[src/rtl/muldiv_pkg.sv]
// muldiv_pkg: shared definitions for the iterative multiply/divide unit.
//   op_e    - operation encoding carried on the request bus
//   state_e - sequencer states (IDLE, RUN, FIX, DONE)
package muldiv_pkg;

  typedef enum logic [1:0] {
    OP_MUL  = 2'b00,  // signed multiply
    OP_MULU = 2'b01,  // unsigned multiply
    OP_DIV  = 2'b10,  // signed divide
    OP_DIVU = 2'b11   // unsigned divide
  } op_e;

  typedef enum logic [1:0] {
    IDLE = 2'b00,
    RUN  = 2'b01,
    FIX  = 2'b10,
    DONE = 2'b11
  } state_e;

  function automatic logic op_is_div(input op_e op);
    return (op == OP_DIV) || (op == OP_DIVU);
  endfunction

  function automatic logic op_is_signed(input op_e op);
    return (op == OP_MUL) || (op == OP_DIV);
  endfunction

endpackage

[src/rtl/muldiv_unit_if.sv]
// muldiv_unit_if: request/response bus of the multiply/divide unit.
//   start, op, a, b        - request (a/b are MSB-first: bit 0 = MSB)
//   busy, done             - status (busy in RUN/FIX, done one cycle in DONE)
//   result_hi, result_lo   - product halves, or remainder / quotient
//   div_by_zero            - divide had a zero divisor
// master: requester side; slave: the unit.
interface muldiv_unit_if #(parameter int WIDTH = 32);
  import muldiv_pkg::*;

  logic             start;
  op_e              op;
  logic [0:WIDTH-1] a;
  logic [0:WIDTH-1] b;
  logic             busy;
  logic             done;
  logic [WIDTH-1:0] result_hi;
  logic [WIDTH-1:0] result_lo;
  logic             div_by_zero;

  modport master (
    output start, op, a, b,
    input  busy, done, result_hi, result_lo, div_by_zero
  );

  modport slave (
    input  start, op, a, b,
    output busy, done, result_hi, result_lo, div_by_zero
  );

endinterface

[src/rtl/muldiv_ctrl.sv]
// muldiv_ctrl: sequencer for the iterative multiply/divide unit.
//   clk, reset - clock, async active-high reset
//   start      - request strobe (only honoured in IDLE or DONE)
//   busy       - high in RUN and FIX
//   done       - high in DONE (single cycle unless followed by DONE again, which cannot happen)
//   accept     - request taken this edge: datapath loads operands
//   step_en    - one radix-2 iteration this edge
//   fix_en     - sign-correction edge
module muldiv_ctrl
  import muldiv_pkg::*;
#(
  parameter int WIDTH = 32,
  parameter int CNTW  = $clog2(WIDTH+1)
) (
  input  logic clk,
  input  logic reset,
  input  logic start,
  output logic busy,
  output logic done,
  output logic accept,
  output logic step_en,
  output logic fix_en
);

  localparam logic [CNTW-1:0] CNT_LOAD = CNTW'(WIDTH);
  localparam logic [CNTW-1:0] CNT_LAST = CNTW'(1);

  state_e          state, state_nxt;
  logic [CNTW-1:0] cnt;

  always_ff @(posedge clk or posedge reset) begin
    if (reset) begin
      state <= IDLE;
      cnt   <= '0;
    end else begin
      state <= state_nxt;
      if (accept)       cnt <= CNT_LOAD;
      else if (step_en) cnt <= cnt - 1'b1;
    end
  end

  always_comb begin
    state_nxt = state;
    busy      = 1'b0;
    done      = 1'b0;
    accept    = 1'b0;
    step_en   = 1'b0;
    fix_en    = 1'b0;
    case (state)
      IDLE: begin
        if (start) begin
          accept    = 1'b1;
          state_nxt = RUN;
        end
      end
      RUN: begin
        busy    = 1'b1;
        step_en = 1'b1;
        // last iteration happens on the edge that takes cnt 1 -> 0
        if (cnt == CNT_LAST) state_nxt = FIX;
      end
      FIX: begin
        busy      = 1'b1;
        fix_en    = 1'b1;
        state_nxt = DONE;
      end
      DONE: begin
        done = 1'b1;
        // back-to-back: accept straight from DONE, no IDLE bubble
        if (start) begin
          accept    = 1'b1;
          state_nxt = RUN;
        end else begin
          state_nxt = IDLE;
        end
      end
      default: state_nxt = IDLE;
    endcase
  end

endmodule

[src/rtl/muldiv_unit.sv]
// muldiv_unit: iterative radix-2 multiply / restoring divide, signed and
// unsigned, WIDTH steps plus one sign-fix edge.
//   clk, reset - clock, async active-high reset
//   bus        - muldiv_unit_if slave (request, status, results)
// Datapath works on magnitudes; signs are reapplied on the FIX edge.
// acc holds product-high / remainder, q holds multiplier->product-low /
// dividend->quotient; both feed the result outputs directly.
module muldiv_unit
  import muldiv_pkg::*;
#(
  parameter int WIDTH = 32,
  parameter int CNTW  = $clog2(WIDTH+1)
) (
  input  logic           clk,
  input  logic           reset,
  muldiv_unit_if.slave   bus
);

  logic busy, done, accept, step_en, fix_en;

  muldiv_ctrl #(.WIDTH(WIDTH), .CNTW(CNTW)) u_ctrl (
    .clk     (clk),
    .reset   (reset),
    .start   (bus.start),
    .busy    (busy),
    .done    (done),
    .accept  (accept),
    .step_en (step_en),
    .fix_en  (fix_en)
  );

  // ---- request decode (only meaningful on the accept edge)
  logic [WIDTH-1:0] a_v, b_v, a_mag, b_mag;
  logic             is_div, a_neg, b_neg, dz_in;

  assign a_v    = bus.a;  // MSB-first port; numeric value unchanged
  assign b_v    = bus.b;
  assign is_div = op_is_div(bus.op);
  assign a_neg  = op_is_signed(bus.op) & a_v[WIDTH-1];
  assign b_neg  = op_is_signed(bus.op) & b_v[WIDTH-1];
  assign dz_in  = is_div & (b_v == '0);
  // Zero divisor: keep the raw dividend so the remainder comes out as a
  // unchanged and no sign fix is applied.
  assign a_mag  = (a_neg & ~dz_in) ? -a_v : a_v;
  assign b_mag  = b_neg ? -b_v : b_v;

  // ---- working state
  logic [WIDTH-1:0] acc, q, m;
  logic             div_r, neg_lo, neg_hi, dz_pend, dz_out;

  // ---- shared WIDTH+1-bit adder/subtractor
  // mul: {0,acc} + (q[0] ? m : 0); div: {acc,q[msb]} - m
  logic [WIDTH:0] add_x, add_y, add_s;

  assign add_x = div_r ? {acc, q[WIDTH-1]} : {1'b0, acc};
  assign add_y = {1'b0, m & {WIDTH{div_r | q[0]}}};
  assign add_s = add_x + (add_y ^ {(WIDTH+1){div_r}}) + (WIDTH+1)'(div_r);

  // Remainder stays below m, so bit WIDTH of the difference is a clean
  // "went negative" flag for the restoring step.
  logic [2*WIDTH-1:0] prod_neg;
  assign prod_neg = -{acc, q};

  always_ff @(posedge clk or posedge reset) begin
    if (reset) begin
      acc     <= '0;
      q       <= '0;
      m       <= '0;
      div_r   <= 1'b0;
      neg_lo  <= 1'b0;
      neg_hi  <= 1'b0;
      dz_pend <= 1'b0;
      dz_out  <= 1'b0;
    end else if (accept) begin
      acc     <= '0;
      q       <= a_mag;
      m       <= b_mag;
      div_r   <= is_div;
      neg_lo  <= ~dz_in & (a_neg ^ b_neg);
      neg_hi  <= is_div ? (~dz_in & a_neg) : 1'b0;
      dz_pend <= dz_in;
      dz_out  <= 1'b0;
    end else if (step_en) begin
      if (!div_r) begin
        acc <= add_s[WIDTH:1];
        q   <= {add_s[0], q[WIDTH-1:1]};
      end else if (add_s[WIDTH]) begin
        acc <= add_x[WIDTH-1:0];  // restore
        q   <= {q[WIDTH-2:0], 1'b0};
      end else begin
        acc <= add_s[WIDTH-1:0];
        q   <= {q[WIDTH-2:0], 1'b1};
      end
    end else if (fix_en) begin
      if (!div_r) begin
        if (neg_lo) {acc, q} <= prod_neg;
      end else begin
        if (neg_lo) q   <= -q;
        if (neg_hi) acc <= -acc;
      end
      dz_out <= dz_pend;
    end
  end

  assign bus.busy        = busy;
  assign bus.done        = done;
  assign bus.result_hi   = acc;
  assign bus.result_lo   = q;
  assign bus.div_by_zero = dz_out;

endmodule

[src/flat_wrapper.sv]
// flat-port wrapper written by rule: the top's interface ports become plain ports
module muldiv_unit_flat import muldiv_pkg::*;
#(
  parameter int WIDTH = 32,
  parameter int CNTW  = $clog2(WIDTH+1)
)
  (clk, reset, bus_start, bus_op, bus_a, bus_b, bus_busy, bus_done, bus_result_hi, bus_result_lo, bus_div_by_zero);
  muldiv_unit_if #(.WIDTH(WIDTH)) bus_i ();
  input  logic clk;
  input  logic reset;
  input wire logic [$bits(bus_i.start)-1:0] bus_start;
  input wire logic [$bits(bus_i.op)-1:0] bus_op;
  input wire logic [$bits(bus_i.a)-1:0] bus_a;
  input wire logic [$bits(bus_i.b)-1:0] bus_b;
  output wire logic [$bits(bus_i.busy)-1:0] bus_busy;
  output wire logic [$bits(bus_i.done)-1:0] bus_done;
  output wire logic [$bits(bus_i.result_hi)-1:0] bus_result_hi;
  output wire logic [$bits(bus_i.result_lo)-1:0] bus_result_lo;
  output wire logic [$bits(bus_i.div_by_zero)-1:0] bus_div_by_zero;
  assign bus_i.start = bus_start;
  assign bus_i.op = bus_op;
  assign bus_i.a = bus_a;
  assign bus_i.b = bus_b;
  assign bus_busy = bus_i.busy;
  assign bus_done = bus_i.done;
  assign bus_result_hi = bus_i.result_hi;
  assign bus_result_lo = bus_i.result_lo;
  assign bus_div_by_zero = bus_i.div_by_zero;
  muldiv_unit #(.WIDTH(WIDTH), .CNTW(CNTW)) u_core (.clk(clk), .reset(reset), .bus(bus_i));
endmodule
[config.mk]
export PLATFORM = sky130hd
export DESIGN_NAME = muldiv_unit_flat
export DESIGN_NICKNAME = d
export VERILOG_FILES = /design/src/rtl/muldiv_pkg.sv /design/src/rtl/muldiv_unit_if.sv /design/src/rtl/muldiv_ctrl.sv /design/src/rtl/muldiv_unit.sv /design/src/flat_wrapper.sv
export SDC_FILE = /design/constraint.sdc
export NUM_CORES = 1
export LEC_CHECK = 0
export BUFFER_PORTS_ARGS = -buffer_cell sky130_fd_sc_hd__buf_2
export CELL_PAD_IN_SITES_DETAIL_PLACEMENT = 2
export CELL_PAD_IN_SITES_GLOBAL_PLACEMENT = 2
export CORE_MARGIN = 2
export CORE_UTILIZATION = 35
export DETAILED_ROUTE_END_ITERATION = 16
export GPL_TIMING_DRIVEN = 0
export PLACE_DENSITY_LB_ADDON = 0.1
export SLEW_MARGIN = 20
export SYNTH_ARGS = -nofsm -noshare
export SYNTH_HDL_FRONTEND = slang
export SYNTH_SLANG_ARGS = --single-unit
export TNS_END_PERCENT = 5
[constraint.sdc]
create_clock -name clk -period 6.11 [get_ports clk]
set_clock_uncertainty 0.2 [all_clocks]
set_input_delay 1.222 -clock clk [delete_from_list [all_inputs] [get_ports clk]]
set_output_delay 1.222 -clock clk [all_outputs]
set_load 0.01 [all_outputs]
==> results of run 1 <==
==> per-layer routing <==
layer / global-route usage, % / vias up
met4: 7.545 / 0
li1: - / 5503
met5: 0 / -
met1: 42.35 / 6104
met3: 2.877 / 61
met2: 48.21 / 279
==> repair_timing <==
item / CTS / global route
gates resized for setup: 8 / 4
pin swaps: 0 / 1
endpoints found under the setup margin: 33 / 26
buffers inserted: 0 / 1
==> final cells by class <==
| type | instances | area [sq um] |
|---|---|---|
| inverter | 29 | 113.9 |
| sequential | 109 | 2728 |
| fill | 3627 | 18170 |
| tap | 396 | 495.5 |
| timing repair buffer | 137 | 710.7 |
| clock inverter | 6 | 70.07 |
| buffer | 89 | 359.1 |
| multi-input combinational | 1188 | 7621 |
| clock buffer | 10 | 239.0 |
==> placed cells by master (no fill, tap or decap), types with 14 or more instances in the layout <==
cell / n
sky130_fd_sc_hd__a211o_1: 14
sky130_fd_sc_hd__a211oi_1: 17
sky130_fd_sc_hd__a21o_1: 17
sky130_fd_sc_hd__a21oi_1: 87
sky130_fd_sc_hd__a22oi_1: 14
sky130_fd_sc_hd__buf_2: 142
sky130_fd_sc_hd__clkbuf_1: 70
sky130_fd_sc_hd__dfrtp_1: 109
sky130_fd_sc_hd__ha_1: 42
sky130_fd_sc_hd__inv_1: 27
sky130_fd_sc_hd__mux2_2: 49
sky130_fd_sc_hd__mux2i_1: 29
sky130_fd_sc_hd__nand2_1: 191
sky130_fd_sc_hd__nand3_1: 26
sky130_fd_sc_hd__nor2_1: 96
sky130_fd_sc_hd__nor3_1: 61
sky130_fd_sc_hd__nor4_1: 15
sky130_fd_sc_hd__o211ai_1: 21
sky130_fd_sc_hd__o21ai_0: 175
sky130_fd_sc_hd__o31ai_1: 26
sky130_fd_sc_hd__or3_1: 19
sky130_fd_sc_hd__or4_1: 16
sky130_fd_sc_hd__xnor2_1: 52
sky130_fd_sc_hd__xor2_1: 53
==> stage by stage <==
stage	util, %	instances	setup slack [ns]
3_5_place_dp	39.32	1947	-0.9589
5_1_grt	40.44	1964	0.01443
2_1_floorplan	-	1415	1.120
6_report	40.44	1964	0.2278
3_3_place_gp	39.21	1946	-0.9250
4_1_cts	40.38	1963	0.03715
==> state kept, by name (all words and copies together), names as in the netlist <==
| register | count |
|---|---|
| u_core.bus.result_hi | 32 |
| u_core.bus.result_lo | 32 |
| u_core.m | 32 |
| u_core.u_ctrl.cnt | 6 |
| u_core.u_ctrl.state | 2 |
| u_core.bus.div_by_zero | 1 |
| u_core.div_r | 1 |
| u_core.dz_pend | 1 |
| u_core.neg_hi | 1 |
| u_core.neg_lo | 1 |
==> cells in the mapped netlist (4+ instances only) <==
cell                         n
sky130_fd_sc_hd__a211o_1    14
sky130_fd_sc_hd__a211oi_1   17
sky130_fd_sc_hd__a21o_1     17
sky130_fd_sc_hd__a21oi_1    87
sky130_fd_sc_hd__a22oi_1    14
sky130_fd_sc_hd__a31oi_1     8
sky130_fd_sc_hd__a41oi_1     4
sky130_fd_sc_hd__and2_1      5
sky130_fd_sc_hd__and3_1      6
sky130_fd_sc_hd__buf_1       9
sky130_fd_sc_hd__clkbuf_1   75
sky130_fd_sc_hd__dfrtp_1   109
sky130_fd_sc_hd__ha_1       42
sky130_fd_sc_hd__inv_1      28
sky130_fd_sc_hd__mux2_2     49
sky130_fd_sc_hd__mux2i_1    29
sky130_fd_sc_hd__nand2_1   191
sky130_fd_sc_hd__nand2b_1    8
sky130_fd_sc_hd__nand3_1    26
sky130_fd_sc_hd__nand4_1    12
sky130_fd_sc_hd__nor2_1     96
sky130_fd_sc_hd__nor2b_1     9
sky130_fd_sc_hd__nor3_1     61
sky130_fd_sc_hd__nor3b_1     4
sky130_fd_sc_hd__nor4_1     15
sky130_fd_sc_hd__o211ai_1   21
sky130_fd_sc_hd__o21a_1      7
sky130_fd_sc_hd__o21ai_0   175
sky130_fd_sc_hd__o21ai_1     8
sky130_fd_sc_hd__o21bai_1    4
sky130_fd_sc_hd__o221ai_1   12
sky130_fd_sc_hd__o22ai_1     9
sky130_fd_sc_hd__o31ai_1    26
sky130_fd_sc_hd__o41ai_1    11
sky130_fd_sc_hd__or2_2       7
sky130_fd_sc_hd__or3_1      19
sky130_fd_sc_hd__or4_1      16
sky130_fd_sc_hd__xnor2_1    52
sky130_fd_sc_hd__xor2_1     53
==> critical path, cell delays in order, from the launching register on <==
cell	delay, ns
sky130_fd_sc_hd__dfrtp_1	0.50
sky130_fd_sc_hd__buf_2	0.36
sky130_fd_sc_hd__buf_2	0.32
sky130_fd_sc_hd__buf_2	0.34
sky130_fd_sc_hd__buf_2	0.36
sky130_fd_sc_hd__mux2_2	0.40
sky130_fd_sc_hd__ha_1	0.38
sky130_fd_sc_hd__o211ai_1	0.13
sky130_fd_sc_hd__o211ai_1	0.30
sky130_fd_sc_hd__a41oi_2	0.30
sky130_fd_sc_hd__a2111o_1	0.59
sky130_fd_sc_hd__a211o_1	0.33
sky130_fd_sc_hd__nand4_1	0.22
sky130_fd_sc_hd__buf_4	0.30
sky130_fd_sc_hd__buf_2	0.33
sky130_fd_sc_hd__mux2i_1	0.23
sky130_fd_sc_hd__o21ai_0	0.11
==> logic make-up after synthesis <==
group | Yosys count | synth area share (%)
multiplexers | 78 | 7.803
flip-flops | 109 | 25.28
AO/OA/AOI/OAI | 467 | 27.26
buffers and inverters | 118 | 4.243
AND/OR/NAND/NOR | 495 | 21.84
adder cells (fa/ha/maj) | 43 | 5.055
XOR/XNOR | 105 | 8.522
==> worst paths after layout <==
path,startpoint,endpoint,slack [ns],cells after the start
setup / recovery,u_core.div_r,u_core.bus.result_hi[2],0.23,16
min in group asynchronous,reset,u_core.u_ctrl.state[0],0.64,2
setup reg to reg,u_core.div_r,u_core.bus.result_hi[2],0.23,16
hold / removal,u_core.dz_pend,u_core.dz_pend,0.29,2
hold reg to reg,u_core.dz_pend,u_core.dz_pend,0.29,2
max in group asynchronous,reset,u_core.m[27],4.31,3
==> impl_results.html, run 1 <==
<table>
<tr><th>Metric</th><th>Value</th></tr>
<tr><th colspan="2">Status</th></tr>
<tr><td>Run status</td><td>finished, final reports clean</td></tr>
<tr><th colspan="2">Detailed routing</th></tr>
<tr><td>Via count</td><td>11950</td></tr>
<tr><td>Met2 WL post-DR</td><td>22.34 mm</td></tr>
<tr><td>Remaining design rule violation count</td><td>0</td></tr>
<tr><td>Length of routed wiring on met1</td><td>23.48 mm</td></tr>
<tr><td>Post-detailed-route wirelength per cell</td><td>24.72 um</td></tr>
<tr><td>Average vias per placed instance</td><td>6.083</td></tr>
<tr><td>Detailed-routing iteration count for the pre-antenna-repair pass</td><td>7</td></tr>
<tr><td>Uppermost layer routed</td><td>met4</td></tr>
<tr><td>Total met3 wirelength after detailed routing</td><td>1.804 mm</td></tr>
<tr><td>Initial DRC count</td><td>829</td></tr>
<tr><td>Post-detailed-routing wire length</td><td>48.54 mm</td></tr>
<tr><td>Detail Route Antenna Nets</td><td>0</td></tr>
<tr><th colspan="2">Final layout</th></tr>
<tr><td>Fraction of final layout cells with drive strength greater than 1</td><td>15.37%</td></tr>
<tr><td>Final net count</td><td>1675</td></tr>
<tr><td>Relative area change from synthesis to final layout</td><td>14.32%</td></tr>
<tr><td>Final instance area</td><td>12340 sq um</td></tr>
<tr><td>Number of antenna diodes</td><td>0</td></tr>
<tr><th colspan="2">Yosys</th></tr>
<tr><td>Synthesized instance count</td><td>1415</td></tr>
<tr><td>Net count after synthesis</td><td>1527</td></tr>
<tr><td>Fraction of registers with async set/reset</td><td>100.0%</td></tr>
<tr><td>Flops &amp; latches, synth</td><td>109</td></tr>
<tr><td>Count of unique library cells instantiated by Yosys</td><td>79</td></tr>
<tr><td>Top-area cell type share of the netlist area</td><td>25.28%</td></tr>
<tr><td>Count of synthesis-stage warnings from yosys</td><td>0</td></tr>
<tr><td>Average instance area after synthesis</td><td>7.627 sq um</td></tr>
<tr><td>Number of flops mapped to enable cells by yosys</td><td>0</td></tr>
<tr><td>Sequential cell area fraction in the yosys report</td><td>25.28%</td></tr>
<tr><td>Total standard cell area after synthesis</td><td>10790 sq um</td></tr>
<tr><td>Post-synth top area cell</td><td>sky130_fd_sc_hd__dfrtp_1</td></tr>
<tr><td>Top post-synthesis cells by area</td><td>sky130_fd_sc_hd__dfrtp_1, sky130_fd_sc_hd__o21ai_0, sky130_fd_sc_hd__nand2_1</td></tr>
<tr><td>Ys flop type</td><td>sky130_fd_sc_hd__dfrtp_1</td></tr>
<tr><th colspan="2">Timing</th></tr>
<tr><td>Fmax</td><td>170.0 MHz</td></tr>
<tr><td>Final hold viol count</td><td>0</td></tr>
<tr><td>Final Cycle Share</td><td>96.27%</td></tr>
<tr><td>Count of pins over their slew limit</td><td>0</td></tr>
<tr><td>Setup Total Neg Slack</td><td>0 ns</td></tr>
<tr><td>Relative max-transition margin</td><td>36.86%</td></tr>
<tr><td>Post-route minimum period</td><td>5.882 ns</td></tr>
<tr><td>Transition time of the tightest slew-check pin</td><td>0.9471 ns</td></tr>
<tr><td>Setup repair after global routing missed its margin</td><td>no</td></tr>
<tr><td>Worst Hold Margin</td><td>0.2887 ns</td></tr>
<tr><td>Number of setup violations in the final report</td><td>0</td></tr>
<tr><th colspan="2">Floorplan</th></tr>
<tr><td>Placement Rows</td><td>64</td></tr>
<tr><td>Die footprint</td><td>32250 sq um</td></tr>
<tr><td>Die width</td><td>179.6 um</td></tr>
<tr><td>Core Footprint</td><td>30510 sq um</td></tr>
<tr><td>IO Pins</td><td>136</td></tr>
<tr><td>Vert. Die Dim</td><td>179.6 um</td></tr>
<tr><td>Starting utilization of the core area</td><td>35.37%</td></tr>
<tr><th colspan="2">GRT</th></tr>
<tr><td>Pin count of the biggest net entering global routing</td><td>72</td></tr>
<tr><td>Global-route wire length before repair</td><td>75.51 mm</td></tr>
<tr><td>Remaining global-route overflow</td><td>0</td></tr>
<tr><td>Vias in the first global route</td><td>12390</td></tr>
<tr><td>Total track usage</td><td>29.72%</td></tr>
<tr><td>Initial antenna violation count</td><td>0</td></tr>
<tr><th colspan="2">Placement</th></tr>
<tr><td>Detailed-placement wirelength estimate</td><td>38.16 mm</td></tr>
<tr><td>Port Buffers</td><td>135</td></tr>
<tr><td>Weighted congestion at the end of routability-driven global placement</td><td>0.8921</td></tr>
<tr><td>Instance area at placement</td><td>12000 sq um</td></tr>
<tr><th colspan="2">CTS</th></tr>
<tr><td>Latest clock arrival within the worst-skew pair</td><td>0.39 ns</td></tr>
<tr><td>Largest buffer count on any clock path</td><td>2</td></tr>
<tr><td>Number of hold-repair buffers added at the cts stage</td><td>0</td></tr>
<tr><td>Clk Tree Root Cell</td><td>sky130_fd_sc_hd__clkbuf_16</td></tr>
<tr><td>TritonCTS clock tree</td><td>built</td></tr>
<tr><td>Reg clk slew, reported paths</td><td>0.09 ns</td></tr>
<tr><td>CTS buffer count</td><td>9</td></tr>
<tr><td>Clock sink total</td><td>109</td></tr>
<tr><td>Htree depth</td><td>3</td></tr>
<tr><th colspan="2">Flow run</th></tr>
<tr><td>Number of violations of the max-capacitance limit</td><td>0</td></tr>
<tr><th colspan="2">Worst setup path</th></tr>
<tr><td>Worst EP arrival</td><td>5.92 ns</td></tr>
<tr><td>Critical path start-end classification</td><td>register to register</td></tr>
<tr><td>Required time worst endpoint</td><td>6.15 ns</td></tr>
<tr><td>Category of the worst setup path launch point</td><td>register</td></tr>
<tr><td>Biggest fanout along the worst timing path</td><td>10</td></tr>
<tr><td>Nature of the critical path endpoint</td><td>register</td></tr>
<tr><th colspan="2">Min path</th></tr>
<tr><td>Worst min-delay path category</td><td>register to register</td></tr>
</table>
Power of run 1 is not shown: default switching activity piles up to over one toggle a cycle in this logic, so the estimate is an artifact.
==> run 2, diff against run 1 <==
--- a/config.mk
+++ b/config.mk
@@ -6,10 +6,11 @@
 export NUM_CORES = 1
 export LEC_CHECK = 0
 export BUFFER_PORTS_ARGS = -buffer_cell sky130_fd_sc_hd__buf_2
-export CELL_PAD_IN_SITES_DETAIL_PLACEMENT = 2
-export CELL_PAD_IN_SITES_GLOBAL_PLACEMENT = 2
-export CORE_MARGIN = 2
-export CORE_UTILIZATION = 35
+export CELL_PAD_IN_SITES_DETAIL_PLACEMENT = 0
+export CELL_PAD_IN_SITES_GLOBAL_PLACEMENT = 1
+export CORE_MARGIN = 4
+export CORE_UTILIZATION = 44
+export CTS_CLUSTER_DIAMETER = 120
 export DETAILED_ROUTE_END_ITERATION = 16
 export GPL_TIMING_DRIVEN = 0
 export PLACE_DENSITY_LB_ADDON = 0.1
==> run 2 against run 1 <==
The flow now finishes with violations (negative setup slack); sequential cell count unchanged; hold slack worse by 0.012 ns; sequential share of layout area is 0.19 points higher; worst setup slack got worse by 0.23 ns; register-to-register slack lost 0.23 ns; non-clock buffer count is 1 lower; largest cell class unchanged.
==> impl_results.html, run 2 (synthesis gave the netlist of run 1 again) <==
<table>
<tr><th>Metric</th><th>Value</th></tr>
<tr><th colspan="2">Min path</th></tr>
<tr><td>Worst min-delay path startpoint</td><td>u_core.dz_pend</td></tr>
<tr><td>Worst min-delay path category</td><td>register to register</td></tr>
<tr><td>Hold EP</td><td>u_core.dz_pend</td></tr>
<tr><td>Hold Path Depth</td><td>2</td></tr>
<tr><th colspan="2">GRT</th></tr>
<tr><td>Initial antenna violation count</td><td>0</td></tr>
<tr><td>Global-route wire length before repair</td><td>61.44 mm</td></tr>
<tr><td>Remaining global-route overflow</td><td>0</td></tr>
<tr><td>Pin count of the biggest net entering global routing</td><td>59</td></tr>
<tr><td>Vias in the first global route</td><td>10510</td></tr>
<tr><td>Total track usage</td><td>29.22%</td></tr>
<tr><th colspan="2">CTS</th></tr>
<tr><td>Latest clock arrival within the worst-skew pair</td><td>0.37 ns</td></tr>
<tr><td>CTS buffer count</td><td>9</td></tr>
<tr><td>Reg clk slew, reported paths</td><td>0.08 ns</td></tr>
<tr><td>Number of buffers added for setup after CTS</td><td>0</td></tr>
<tr><td>TritonCTS clock tree</td><td>built</td></tr>
<tr><td>Clock sink total</td><td>109</td></tr>
<tr><td>Htree depth</td><td>3</td></tr>
<tr><td>Clk Tree Root Cell</td><td>sky130_fd_sc_hd__clkbuf_16</td></tr>
<tr><td>Largest buffer count on any clock path</td><td>2</td></tr>
<tr><td>Number of hold-repair buffers added at the cts stage</td><td>0</td></tr>
<tr><th colspan="2">Timing</th></tr>
<tr><td>Minimum setup slack in the final design</td><td>-0.00002043 ns</td></tr>
<tr><td>Fmax</td><td>163.7 MHz</td></tr>
<tr><td>Count of pins over their slew limit</td><td>0</td></tr>
<tr><td>Final Cycle Share</td><td>100.0%</td></tr>
<tr><td>Setup repair after global routing missed its margin</td><td>yes</td></tr>
<tr><td>Transition time of the tightest slew-check pin</td><td>0.9867 ns</td></tr>
<tr><td>Relative max-transition margin</td><td>33.71%</td></tr>
<tr><td>Final hold viol count</td><td>0</td></tr>
<tr><td>Post-route minimum period</td><td>6.110 ns</td></tr>
<tr><td>Number of setup violations in the final report</td><td>1</td></tr>
<tr><th colspan="2">Placement</th></tr>
<tr><td>Weighted congestion at the end of routability-driven global placement</td><td>0.9921</td></tr>
<tr><td>Detailed-placement wirelength estimate</td><td>31.01 mm</td></tr>
<tr><td>Port Buffers</td><td>135</td></tr>
<tr><td>Post-Place Worst Slack</td><td>-0.6446 ns</td></tr>
<tr><th colspan="2">Final layout</th></tr>
<tr><td>Number of fill cells</td><td>2478</td></tr>
<tr><td>Relative area change from synthesis to final layout</td><td>13.33%</td></tr>
<tr><td>Most frequent standard cell in the layout excluding fill and tap cells</td><td>sky130_fd_sc_hd__nand2_1</td></tr>
<tr><td>Final net count</td><td>1674</td></tr>
<tr><td>Most used cells in the layout excluding fill and tap cells</td><td>sky130_fd_sc_hd__nand2_1, sky130_fd_sc_hd__o21ai_0, sky130_fd_sc_hd__buf_2, sky130_fd_sc_hd__dfrtp_1, sky130_fd_sc_hd__nor2_1</td></tr>
<tr><td>Number of antenna diodes</td><td>0</td></tr>
<tr><td>Fraction of final layout cells with drive strength greater than 1</td><td>15.12%</td></tr>
<tr><th colspan="2">Floorplan</th></tr>
<tr><td>Die width</td><td>164.6 um</td></tr>
<tr><td>Vert. Die Dim</td><td>164.6 um</td></tr>
<tr><td>Core Footprint</td><td>24250 sq um</td></tr>
<tr><td>Die footprint</td><td>27100 sq um</td></tr>
<tr><td>Placement Rows</td><td>57</td></tr>
<tr><td>Starting utilization of the core area</td><td>44.50%</td></tr>
<tr><td>IO Pins</td><td>136</td></tr>
<tr><th colspan="2">Worst setup path</th></tr>
<tr><td>Critical path start-end classification</td><td>register to register</td></tr>
<tr><td>Setup slack, reg-to-reg</td><td>-0.00002 ns</td></tr>
<tr><td>Category of the worst setup path launch point</td><td>register</td></tr>
<tr><td>Biggest fanout along the worst timing path</td><td>10</td></tr>
<tr><td>Endpoint of the worst register-to-register path</td><td>u_core.bus.result_hi[5]</td></tr>
<tr><td>Required time worst endpoint</td><td>6.16 ns</td></tr>
<tr><td>Startpoint of the worst-slack reg-to-reg timing path</td><td>u_core.div_r</td></tr>
<tr><td>Nature of the critical path endpoint</td><td>register</td></tr>
<tr><td>R2r worst-path depth</td><td>17</td></tr>
<tr><td>Worst EP arrival</td><td>6.16 ns</td></tr>
<tr><th colspan="2">Detailed routing</th></tr>
<tr><td>Post-detailed-route wirelength per cell</td><td>21.26 um</td></tr>
<tr><td>Average vias per placed instance</td><td>6.039</td></tr>
<tr><td>Detailed-routing iteration count for the pre-antenna-repair pass</td><td>8</td></tr>
<tr><td>Initial DRC count</td><td>1259</td></tr>
<tr><td>Via count</td><td>11420</td></tr>
<tr><td>Detail Route Antenna Nets</td><td>0</td></tr>
<tr><td>Post-detailed-routing wire length</td><td>40.21 mm</td></tr>
<tr><td>Remaining design rule violation count</td><td>0</td></tr>
<tr><th colspan="2">Flow run</th></tr>
<tr><td>Number of violations of the max-capacitance limit</td><td>0</td></tr>
<tr><th colspan="2">Status</th></tr>
<tr><td>Violations in the final reports</td><td>negative setup slack</td></tr>
<tr><td>Run status</td><td>finished with violations</td></tr>
</table>
[run 2: worst max path at each step]
stage	startpoint	end	slack, ns	depth (start not counted)
floorplan	u_core.div_r	u_core.bus.result_hi[7]	1.12	16
global placement	u_core.div_r	u_core.bus.result_hi[5]	-0.68	16
detailed placement	u_core.div_r	u_core.bus.result_hi[5]	-0.64	16
CTS	u_core.div_r	u_core.bus.result_hi[5]	0.05	16
global route	u_core.div_r	u_core.bus.result_hi[4]	-0.18	17
finish	u_core.div_r	u_core.bus.result_hi[5]	-0.00002	17
[run 2: what timing repair did]
item / 4_1_cts / 5_1_grt
setup endpoints to repair: 33 / 28
hold endpoints to repair: 0 / 0
pin swaps: 0 / 0
resized for setup: 5 / 2
cloned: 0 / 0
[run 2: area by class of cell]
| cell class | instances | area (sq um) | share of cell area [%] |
|---|---|---|---|
| Tap cell | 324 | 405.4 | 3.315 |
| Clock buffer | 9 | 225.2 | 1.841 |
| Inverter | 29 | 113.9 | 0.9309 |
| Clock inverter | 7 | 78.83 | 0.6445 |
| Multi-Input combinational cell | 1188 | 7621 | 62.31 |
| Timing Repair Buffer | 136 | 703.2 | 5.749 |
| Buffer | 89 | 355.3 | 2.905 |
| Sequential cell | 109 | 2728 | 22.30 |
[run 2: metrics by stage]
step                      setup TNS, ns  instances  hold WS [ns]  cell area, sq um  utilization (%)
after floorplan                       0       1415        0.2380             10790                -
after global placement           -17.39       1874        0.2536             11870            48.96
after detailed placement         -16.08       1875        0.2596             11910            49.10
after CTS                             0       1891        0.2794             12220            50.40
after global routing             -2.611       1891        0.2927             12230            50.44
final                       -0.00002043       1891        0.2767             12230            50.44
[run 2: worst max-delay path, cell delays in order, from the launching register on]
cell and delay, ns:
sky130_fd_sc_hd__dfrtp_1 0.48, sky130_fd_sc_hd__buf_2 0.35, sky130_fd_sc_hd__clkbuf_1 0.57, sky130_fd_sc_hd__nor2_1 0.23
sky130_fd_sc_hd__clkbuf_1 0.27, sky130_fd_sc_hd__nand2_1 0.11, sky130_fd_sc_hd__o21ai_0 0.20, sky130_fd_sc_hd__ha_1 0.49
sky130_fd_sc_hd__o211ai_1 0.12, sky130_fd_sc_hd__o211ai_1 0.29, sky130_fd_sc_hd__a41oi_2 0.29, sky130_fd_sc_hd__a2111o_1 0.58
sky130_fd_sc_hd__a211o_1 0.32, sky130_fd_sc_hd__nand4_1 0.38, sky130_fd_sc_hd__buf_2 0.44, sky130_fd_sc_hd__mux2i_1 0.24
sky130_fd_sc_hd__a21oi_1 0.11, sky130_fd_sc_hd__a211o_1 0.27
[run 2: layer usage]
metal / GRT usage (%) / vias to the layer above / wire [um]
met5: 0 / - / 0
met4: 8.091 / 0 / 1017
met3: 5.715 / 76 / 3462
met2: 44.00 / 482 / 16980
met1: 42.64 / 5344 / 18750
li1: - / 5517 / -
Power of run 2 is left out for the same reason.
==> run 3, diff against run 2 <==
--- a/config.mk
+++ b/config.mk
@@ -14,6 +14,7 @@
 export DETAILED_ROUTE_END_ITERATION = 16
 export GPL_TIMING_DRIVEN = 0
 export PLACE_DENSITY_LB_ADDON = 0.1
+export SETUP_SLACK_MARGIN = 0.15
 export SLEW_MARGIN = 20
 export SYNTH_ARGS = -nofsm -noshare
 export SYNTH_HDL_FRONTEND = slang
==> run 3 against run 2 <==
The run now ends clean; register-to-register slack better by 0.15 ns; routed wire length up 0.10%; via count up 0.34%; worst setup slack better by 0.15 ns; hold slack better by 0.00094 ns; final cell count unchanged; global-route usage about the same; maximum frequency up 2.5%; utilization about the same; highest routed layer unchanged.
==> impl_results.html, run 3 (synthesis gave the netlist of run 1 again) <==
<table>
<tr><th>Metric</th><th>Value</th></tr>
<tr><th colspan="2">Status</th></tr>
<tr><td>Run status</td><td>finished, final reports clean</td></tr>
<tr><th colspan="2">Final layout</th></tr>
<tr><td>Final instance area</td><td>12230 sq um</td></tr>
<tr><td>Multi-input gate area</td><td>7621 sq um</td></tr>
<tr><td>Number of antenna diodes</td><td>0</td></tr>
<tr><td>Most used cells in the layout excluding fill and tap cells</td><td>sky130_fd_sc_hd__nand2_1, sky130_fd_sc_hd__o21ai_0, sky130_fd_sc_hd__buf_2, sky130_fd_sc_hd__dfrtp_1, sky130_fd_sc_hd__nor2_1</td></tr>
<tr><td>Fraction of final layout cells with drive strength greater than 1</td><td>15.19%</td></tr>
<tr><td>Most frequent standard cell in the layout excluding fill and tap cells</td><td>sky130_fd_sc_hd__nand2_1</td></tr>
<tr><td>Number of fill cells</td><td>2476</td></tr>
<tr><td>Final net count</td><td>1674</td></tr>
<tr><td>FF+latch area</td><td>2728 sq um</td></tr>
<tr><td>Relative area change from synthesis to final layout</td><td>13.37%</td></tr>
<tr><th colspan="2">Min path</th></tr>
<tr><td>Worst min-delay path category</td><td>register to register</td></tr>
<tr><th colspan="2">Timing</th></tr>
<tr><td>Count of pins over their slew limit</td><td>0</td></tr>
<tr><td>Final Cycle Share</td><td>97.59%</td></tr>
<tr><td>Fmax</td><td>167.7 MHz</td></tr>
<tr><td>Transition time of the tightest slew-check pin</td><td>0.9737 ns</td></tr>
<tr><td>Number of setup violations in the final report</td><td>0</td></tr>
<tr><td>Minimum setup slack in the final design</td><td>0.1474 ns</td></tr>
<tr><td>Setup Total Neg Slack</td><td>0 ns</td></tr>
<tr><td>Worst Hold Margin</td><td>0.2776 ns</td></tr>
<tr><td>Post-route minimum period</td><td>5.963 ns</td></tr>
<tr><td>Relative max-transition margin</td><td>34.59%</td></tr>
<tr><td>Final hold viol count</td><td>0</td></tr>
<tr><td>Setup repair after global routing missed its margin</td><td>yes</td></tr>
<tr><th colspan="2">Worst setup path</th></tr>
<tr><td>Nature of the critical path endpoint</td><td>register</td></tr>
<tr><td>Required time worst endpoint</td><td>6.13 ns</td></tr>
<tr><td>Crit. Startpoint</td><td>u_core.div_r</td></tr>
<tr><td>Worst setup path endpoint</td><td>u_core.bus.result_hi[2]</td></tr>
<tr><td>Worst EP arrival</td><td>5.99 ns</td></tr>
<tr><td>Startpoint of the worst-slack reg-to-reg timing path</td><td>u_core.div_r</td></tr>
<tr><td>R2r worst-path depth</td><td>16</td></tr>
<tr><td>Category of the worst setup path launch point</td><td>register</td></tr>
<tr><td>Endpoint of the worst register-to-register path</td><td>u_core.bus.result_hi[2]</td></tr>
<tr><td>Setup slack, reg-to-reg</td><td>0.15 ns</td></tr>
<tr><td>Biggest fanout along the worst timing path</td><td>10</td></tr>
<tr><td>Critical path start-end classification</td><td>register to register</td></tr>
<tr><th colspan="2">CTS</th></tr>
<tr><td>Htree depth</td><td>3</td></tr>
<tr><td>Largest buffer count on any clock path</td><td>2</td></tr>
<tr><td>Number of buffers added for setup after CTS</td><td>0</td></tr>
<tr><td>Clk Tree Root Cell</td><td>sky130_fd_sc_hd__clkbuf_16</td></tr>
<tr><td>TritonCTS clock tree</td><td>built</td></tr>
<tr><td>CTS buffer count</td><td>9</td></tr>
<tr><td>Reg clk slew, reported paths</td><td>0.08 ns</td></tr>
<tr><td>Latest clock arrival within the worst-skew pair</td><td>0.38 ns</td></tr>
<tr><td>Number of hold-repair buffers added at the cts stage</td><td>0</td></tr>
<tr><td>Clock sink total</td><td>109</td></tr>
<tr><th colspan="2">GRT</th></tr>
<tr><td>GR Util met3</td><td>5.416%</td></tr>
<tr><td>Pin count of the biggest net entering global routing</td><td>59</td></tr>
<tr><td>Met2 global-route usage</td><td>44.07%</td></tr>
<tr><td>Total track usage</td><td>29.21%</td></tr>
<tr><td>Busiest layer in global routing</td><td>met2</td></tr>
<tr><td>Vias in the first global route</td><td>10490</td></tr>
<tr><td>Initial antenna violation count</td><td>0</td></tr>
<tr><td>Global-route wire length before repair</td><td>61.43 mm</td></tr>
<tr><td>Remaining global-route overflow</td><td>0</td></tr>
<tr><td>Met1 track utilization from global routing</td><td>42.81%</td></tr>
<tr><th colspan="2">Placement</th></tr>
<tr><td>Detailed-placement wirelength estimate</td><td>31.01 mm</td></tr>
<tr><td>Instance area at placement</td><td>11910 sq um</td></tr>
<tr><td>Post-Place Worst Slack</td><td>-0.6446 ns</td></tr>
<tr><td>Port Buffers</td><td>135</td></tr>
<tr><td>Weighted congestion at the end of routability-driven global placement</td><td>0.9921</td></tr>
<tr><th colspan="2">Floorplan</th></tr>
<tr><td>Die width</td><td>164.6 um</td></tr>
<tr><td>Core Footprint</td><td>24250 sq um</td></tr>
<tr><td>Vert. Die Dim</td><td>164.6 um</td></tr>
<tr><td>Placement Rows</td><td>57</td></tr>
<tr><td>Die footprint</td><td>27100 sq um</td></tr>
<tr><td>IO Pins</td><td>136</td></tr>
<tr><td>Starting utilization of the core area</td><td>44.50%</td></tr>
<tr><th colspan="2">Flow run</th></tr>
<tr><td>Number of violations of the max-capacitance limit</td><td>0</td></tr>
<tr><th colspan="2">Detailed routing</th></tr>
<tr><td>Remaining design rule violation count</td><td>0</td></tr>
<tr><td>Detail Route Antenna Nets</td><td>0</td></tr>
<tr><td>Initial DRC count</td><td>1257</td></tr>
<tr><td>Post-detailed-routing wire length</td><td>40.25 mm</td></tr>
<tr><td>Average vias per placed instance</td><td>6.059</td></tr>
<tr><td>Via count</td><td>11460</td></tr>
<tr><td>Post-detailed-route wirelength per cell</td><td>21.28 um</td></tr>
<tr><td>Detailed-routing iteration count for the pre-antenna-repair pass</td><td>6</td></tr>
</table>
run 3: cell counts in the layout (fill, tap and decap cells not counted):
No cell type changed its count.
run 3: per-layer routing:
metal  vias up  share of wire, %
met5         -                 0
met4         0               2.4
met3        76               8.5
met2       518                42
met1      5350                47
li1       5514                 -
run 3: timing repair:
| action | CTS | global route |
|---|---|---|
| resized for setup | 7 | 2 |
| setup endpoints to repair | 33 | 24 |
| pin swaps | 0 | 1 |
run 3: per-stage QoR:
step	util (%)	std cells
floorplan	-	1415
global route	50.45	1891
global placement	48.96	1874
finish	50.45	1891
detailed placement	49.10	1875
CTS	50.41	1891
run 3: worst min path at each step:
stage               cells past startpoint            from        endpoint
global route                            2  u_core.dz_pend  u_core.dz_pend
CTS                                     2  u_core.dz_pend  u_core.dz_pend
finish                                  2  u_core.dz_pend  u_core.dz_pend
detailed placement                      2  u_core.dz_pend  u_core.dz_pend
floorplan                               2  u_core.dz_pend  u_core.dz_pend
global placement                        2  u_core.dz_pend  u_core.dz_pend
run 3: critical path: stages (launching register included):
cell,delay (ns)
sky130_fd_sc_hd__dfrtp_1,0.50
sky130_fd_sc_hd__buf_2,0.35
sky130_fd_sc_hd__buf_2,0.31
sky130_fd_sc_hd__buf_2,0.35
sky130_fd_sc_hd__clkbuf_2,0.37
sky130_fd_sc_hd__mux2_2,0.40
sky130_fd_sc_hd__ha_1,0.38
sky130_fd_sc_hd__o211ai_1,0.13
sky130_fd_sc_hd__o211ai_1,0.30
sky130_fd_sc_hd__a41oi_2,0.28
sky130_fd_sc_hd__a2111o_1,0.57
sky130_fd_sc_hd__a211o_1,0.32
sky130_fd_sc_hd__nand4_1,0.35
sky130_fd_sc_hd__buf_4,0.34
sky130_fd_sc_hd__buf_2,0.33
sky130_fd_sc_hd__mux2i_1,0.21
sky130_fd_sc_hd__o21ai_0,0.10
run 3: layout make-up:
type / instances / area share (%)
plain buffers: 89 / 2.935
clock buffers: 9 / 1.841
clock inverters: 7 / 0.6443
inverters: 29 / 0.9307
multi-input cells: 1188 / 62.29
flip-flops and latches: 109 / 22.30
well taps: 324 / 3.314
repair buffers: 136 / 5.748
Power of run 3 is left out for the same reason.
